$ cat src/rtl/clock_divider_multi.sv
// clock_divider_multi: NUM_CH independent power-of-two dividers of clk_in.
// Each channel produces a one-cycle tick or a ~50% square wave, plus a wrap
// pulse at the start of each period. A global sync strobe restarts every
// enabled channel at count 1 so that all channels phase-align.
module clock_divider_multi #(
  parameter int NUM_CH        = 4,
  parameter int MAX_SHIFT     = 29,
  parameter int DEFAULT_SHIFT = 8,
  parameter int DEFAULT_MODE  = 0
) (
  input  logic                                        clk_in,
  input  logic                                        rst_n,
  input  logic [NUM_CH-1:0]                           ch_en,
  input  logic                                        sync,
  input  logic                                        cfg_valid,
  input  logic [((NUM_CH > 1) ? $clog2(NUM_CH) : 1)-1:0] cfg_ch,
  input  logic [$clog2(MAX_SHIFT+1)-1:0]              cfg_shift,
  input  logic                                        cfg_mode,
  output logic [NUM_CH-1:0]                           clk_out,
  output logic [NUM_CH-1:0]                           wrap
);

  localparam int CNT_W = MAX_SHIFT + 1;
  localparam int CH_W  = (NUM_CH > 1) ? $clog2(NUM_CH) : 1;
  localparam int SH_W  = $clog2(MAX_SHIFT + 1);

  localparam logic [SH_W-1:0]  MAX_SH   = SH_W'(MAX_SHIFT);
  localparam logic [SH_W-1:0]  DEF_SH   = SH_W'(DEFAULT_SHIFT);
  localparam logic             DEF_MODE = (DEFAULT_MODE != 0);
  // One extra bit so NUM_CH itself is representable for the range check.
  localparam logic [CH_W:0]    CH_LIMIT = (CH_W + 1)'(NUM_CH);
  localparam logic [CNT_W-1:0] ONE      = CNT_W'(1);

  logic [CNT_W-1:0]  r_count [NUM_CH];
  logic [SH_W-1:0]   r_shift [NUM_CH];
  logic [NUM_CH-1:0] r_mode;
  logic [NUM_CH-1:0] r_clk_out;
  logic [NUM_CH-1:0] r_wrap;

  logic [CNT_W-1:0]  w_period    [NUM_CH];
  logic [CNT_W-1:0]  w_half      [NUM_CH];
  logic [CNT_W-1:0]  w_count_nxt [NUM_CH];
  logic [NUM_CH-1:0] w_clk_nxt;
  logic [NUM_CH-1:0] w_wrap_nxt;
  logic              w_cfg_hit;
  logic [SH_W-1:0]   w_cfg_shift;

  assign w_cfg_hit   = cfg_valid && ({1'b0, cfg_ch} < CH_LIMIT);
  assign w_cfg_shift = (cfg_shift > MAX_SH) ? MAX_SH : cfg_shift;

  // Next count per channel (disable > sync > wrap > increment) and the
  // outputs derived from that next count, so the registered outputs line up
  // with the registered count.
  always_comb begin
    w_period    = '{default: '0};
    w_half      = '{default: '0};
    w_count_nxt = '{default: '0};
    w_clk_nxt   = '0;
    w_wrap_nxt  = '0;
    for (int unsigned i = 0; i < NUM_CH; i++) begin
      w_period[i] = ONE << r_shift[i];
      w_half[i]   = w_period[i] >> 1;
      if (w_half[i] == '0) begin
        w_half[i] = ONE;
      end
      // ">=" rather than "==" lets a retarget to a shorter period wrap
      // on the next edge instead of running the counter off the end.
      if (!ch_en[i]) begin
        w_count_nxt[i] = '0;
      end else if (sync) begin
        w_count_nxt[i] = ONE;
      end else if (r_count[i] >= w_period[i]) begin
        w_count_nxt[i] = ONE;
      end else begin
        w_count_nxt[i] = r_count[i] + ONE;
      end
      w_wrap_nxt[i] = (w_count_nxt[i] == ONE);
      if (r_mode[i]) begin
        w_clk_nxt[i] = (w_count_nxt[i] != '0) && (w_count_nxt[i] <= w_half[i]);
      end else begin
        w_clk_nxt[i] = w_wrap_nxt[i];
      end
    end
  end

  // Counter and output registers.
  always_ff @(posedge clk_in or negedge rst_n) begin
    if (!rst_n) begin
      for (int unsigned i = 0; i < NUM_CH; i++) begin
        r_count[i] <= '0;
      end
      r_clk_out <= '0;
      r_wrap    <= '0;
    end else begin
      for (int unsigned i = 0; i < NUM_CH; i++) begin
        r_count[i] <= w_count_nxt[i];
      end
      r_clk_out <= w_clk_nxt;
      r_wrap    <= w_wrap_nxt;
    end
  end

  // Per-channel configuration; written regardless of ch_en, takes effect
  // on the edge after the write.
  always_ff @(posedge clk_in or negedge rst_n) begin
    if (!rst_n) begin
      for (int unsigned i = 0; i < NUM_CH; i++) begin
        r_shift[i] <= DEF_SH;
      end
      r_mode <= {NUM_CH{DEF_MODE}};
    end else begin
      for (int unsigned i = 0; i < NUM_CH; i++) begin
        if (w_cfg_hit && (cfg_ch == CH_W'(i))) begin
          r_shift[i] <= w_cfg_shift;
          r_mode[i]  <= cfg_mode;
        end
      end
    end
  end

  assign clk_out = r_clk_out;
  assign wrap    = r_wrap;

endmodule
$ cat config.mk
export PLATFORM = sky130hd
export DESIGN_NAME = clock_divider_multi
export DESIGN_NICKNAME = d
export VERILOG_FILES = /design/src/rtl/clock_divider_multi.sv
export SDC_FILE = /design/constraint.sdc
export NUM_CORES = 1
export LEC_CHECK = 0
export CORE_AREA = 4 4 232 234
export DETAILED_ROUTE_END_ITERATION = 8
export DIE_AREA = 0 0 236 238
export MAX_ROUTING_LAYER = met4
export REMOVE_ABC_BUFFERS = 1
export SLEW_MARGIN = 20
export SYNTH_ARGS = -nofsm -noshare
export SYNTH_HDL_FRONTEND = slang
export SYNTH_SLANG_ARGS = --single-unit
$ cat constraint.sdc
create_clock -name clk_in -period 7 [get_ports clk_in]
set_input_delay 1.05 -clock clk_in [delete_from_list [all_inputs] [get_ports clk_in]]
set_output_delay 1.05 -clock clk_in [all_outputs]
set_load 0.02 [all_outputs]
==> results.yml <==
drt:
  dr.pass1.iters: 5
  num_vias: 14060
  remaining_drc_errors: 0
  wl_per_cell_um: 16.75
  detail-route-antenna-nets: 0
  drt_iter0_drc: 1012
  drt_wl_total_mm: 43.23
  drt-vias-per-instance: 5.447
floorplan:
  die_height_um: 238
  ioPinCount: 24
  core_um2: 52020
  initial_core_util_pct: 29.62
  dieArea_um2: 56170
  die_w_um: 236
  rows: 84
sta:
  final-setup-viol-count: 0
  rsz0062_at_grt: "no"
  fin_crit_ns: 5.803
  relSlewSlack_pct: 26.45
  worst_clock_skew_ns: 0.008260
  fin_crit_sh_pct: 82.89
  timing.final.ws_setup_ns: 1.197
  whs_ns: 0.5825
  setup_tns_ns: 0
  timing.final.hold_violations: 0
  worst_pin_slew_ns: 1.101
  drv_slew: 0
  fmax_mhz: 172.3
synthesis:
  synth_area_leaders: "dfrtp_1 (24%), ha_1 (19%), nand2_1 (6.9%), nor2_1 (4.9%), nand3_1 (4.7%)"
  async_flop_share_pct: 100.0
  synthMostInstantiatedCell: "nand2_1"
  synth_top_cell_area_share_pct: 24.03
  syn_avg_cell_area_um2: 8.077
  synthFlopType: "dfrtp_1"
  synth_top_area_cell: "dfrtp_1"
  netlist_top_cells_count: "nand2_1 (282), ha_1 (240), nor2_1 (203)"
  synth-warning-count: 0
  synthCells: 1908
  synth_edf_count: 0
  syn_area_um2: 15410
  ys_ff_latch: 152
  synth.distinct_cells: 84
  ys_seq_area_share_pct: 24.71
clocking:
  clock_latency_ns: 0.44
  post-cts-setup-buffers: 0
  cts.sinks: 152
  cts_buffers: 17
  clockBufferDepth: 2
  cts_resized: 0
  cts_tree: "done"
  hold_buffers: 0
  cts_root_buffer: "clkbuf_16"
  clkTransAtPathRegs_ns: 0.07
  h-tree-depth: 4
critical_path:
  cp_data_arrival_time_ns: 6.11
  reg2reg_to: "clk_out[1]$_DFF_PN0_"
  worstReg2RegStart: "r_shift[10]$_DFFE_PN0P_"
  rr_worst_depth: 18
  path_max_fanout: 25
  crit_end: "clk_out[1]$_DFF_PN0_"
  critPathLaunchType: "flop"
  crit_type: "reg2reg"
  r2r_setup_slack_ns: 1.20
  crit_start: "r_shift[10]$_DFFE_PN0P_"
  cp-end-kind: "flop"
  worstPathRequired_ns: 7.31
global_routing:
  grt_pass1_wl_mm: 71.04
  overflow: 0
  grt_use_total_pct: 15.56
  antenna_found_initial: 0
  grt_pass1_vias: 13470
  grt_max_degree: 95
outcome:
  status: "finished clean"
final_layout:
  seq_area_um2: 3809
  final_cells: 2581
  multi_input_area_um2: 11050
  final_util_pct: 32.44
  area.growth.synth_to_final_pct: 9.515
  num_antenna_cells: 0
  final_nets: 2136
  fin_area_um2: 16880
  final.fill_count: 5434
  drive_gt1_share_pct: 6.920
placed_design:
  place_area_um2: 16270
  portBuffers: 23
  dp.cells: 2549
  pre_cts_ws_ns: 1.192
  place_hpwl_mm: 33.13
  finalWeightedCongestion: 0.9184
pwr:
  total_power_mw: 2.827
  p_per_area_nw_per_um2: 167.5
  irDropWorstVdd_v: 0.0001632
  power_leakage_nw: 7.122
job:
  cap_violations: 0
min_path:
  min_path_cells: 1
  hp-class: "reg2reg"
[flip-flops by register name, indices dropped and copies added (netlist names)]
name / count
r_count: 120
r_shift: 20
clk_out: 4
r_mode: 4
wrap: 4
[critical path, stage by stage, from the launching register on]
cell	delay (ns)
dfrtp_1	0.89
and3_1	0.52
nand2_1	0.11
ha_1	0.35
a21oi_1	0.15
nor2_1	0.05
a211oi_1	0.30
o2111ai_1	0.14
a21oi_1	0.28
nand2_1	0.54
nor2_1	0.31
ha_1	0.28
a21o_1	0.19
a21o_1	0.17
a211oi_1	0.31
o21ai_0	0.18
a221oi_1	0.36
o21ai_0	0.14
a311oi_1	0.37
[cells in the final DEF (no fill, tap or decap), types with 22 or more instances in the layout]
cell type and instances:
nand2_1 282, ha_1 240, nor2_1 203, dfrtp_1 148, nand3_1 145, a21oi_1 78, nand4_1 74, xor2_1 62
o21ai_0 61, xnor2_1 59, nor3_1 50, nor2b_1 36, a21o_1 35, inv_1 33, and3_1 31, buf_4 26
mux2_2 23, nor4_1 22, clkdlybuf4s50_1 22
[worst min-delay path by stage]
stage | startpoint | endpoint
after CTS | r_mode[1]$_DFFE_PN0P_ | r_mode[1]$_DFFE_PN0P_
after floorplan | r_mode[1]$_DFFE_PN0P_ | r_mode[1]$_DFFE_PN0P_
after global placement | r_shift[4]$_DFFE_PN0P_ | r_shift[4]$_DFFE_PN0P_
final | r_mode[1]$_DFFE_PN0P_ | r_mode[1]$_DFFE_PN0P_
after detailed placement | r_mode[1]$_DFFE_PN0P_ | r_mode[1]$_DFFE_PN0P_
after global routing | r_mode[1]$_DFFE_PN0P_ | r_mode[1]$_DFFE_PN0P_
[logic make-up (layout without fill, tap and decap cells)]
group           Yosys count  in the layout  synth area share, %
compound gates          289            289                12.32
mux                      30             30                2.135
buf+inv                 130            115                3.629
flops                   152            152                24.71
simple gates            945            945                30.77
xor+xnor                121            121                6.877
fa+ha+maj               241            241                19.55
[power by group]
group	internal, mW	leakage, nW	switching [mW]	total, mW
clock network	0.544	0.286	0.431	0.975
logic	0.309	4.79	0.537	0.846
registers	0.926	2.05	0.0802	1.01
[cell type report]
type	count	area share [%]
Clock inverter	14	0.9712
Timing Repair Buffer	49	2.528
Sequential cell	152	22.57
Inverter	34	0.7562
Tap cell	688	5.100
Clock buffer	18	2.602
Multi-Input combinational cell	1626	65.48
[routing by layer]
layer,vias up,track usage (%),share of wire [%]
li1,6865,-,-
met1,6720,21.68,49
met2,414,24.38,45
met3,59,1.745,4.5
met4,0,3.666,1.6
met5,-,-,0
(Power assumes the default switching activity.)
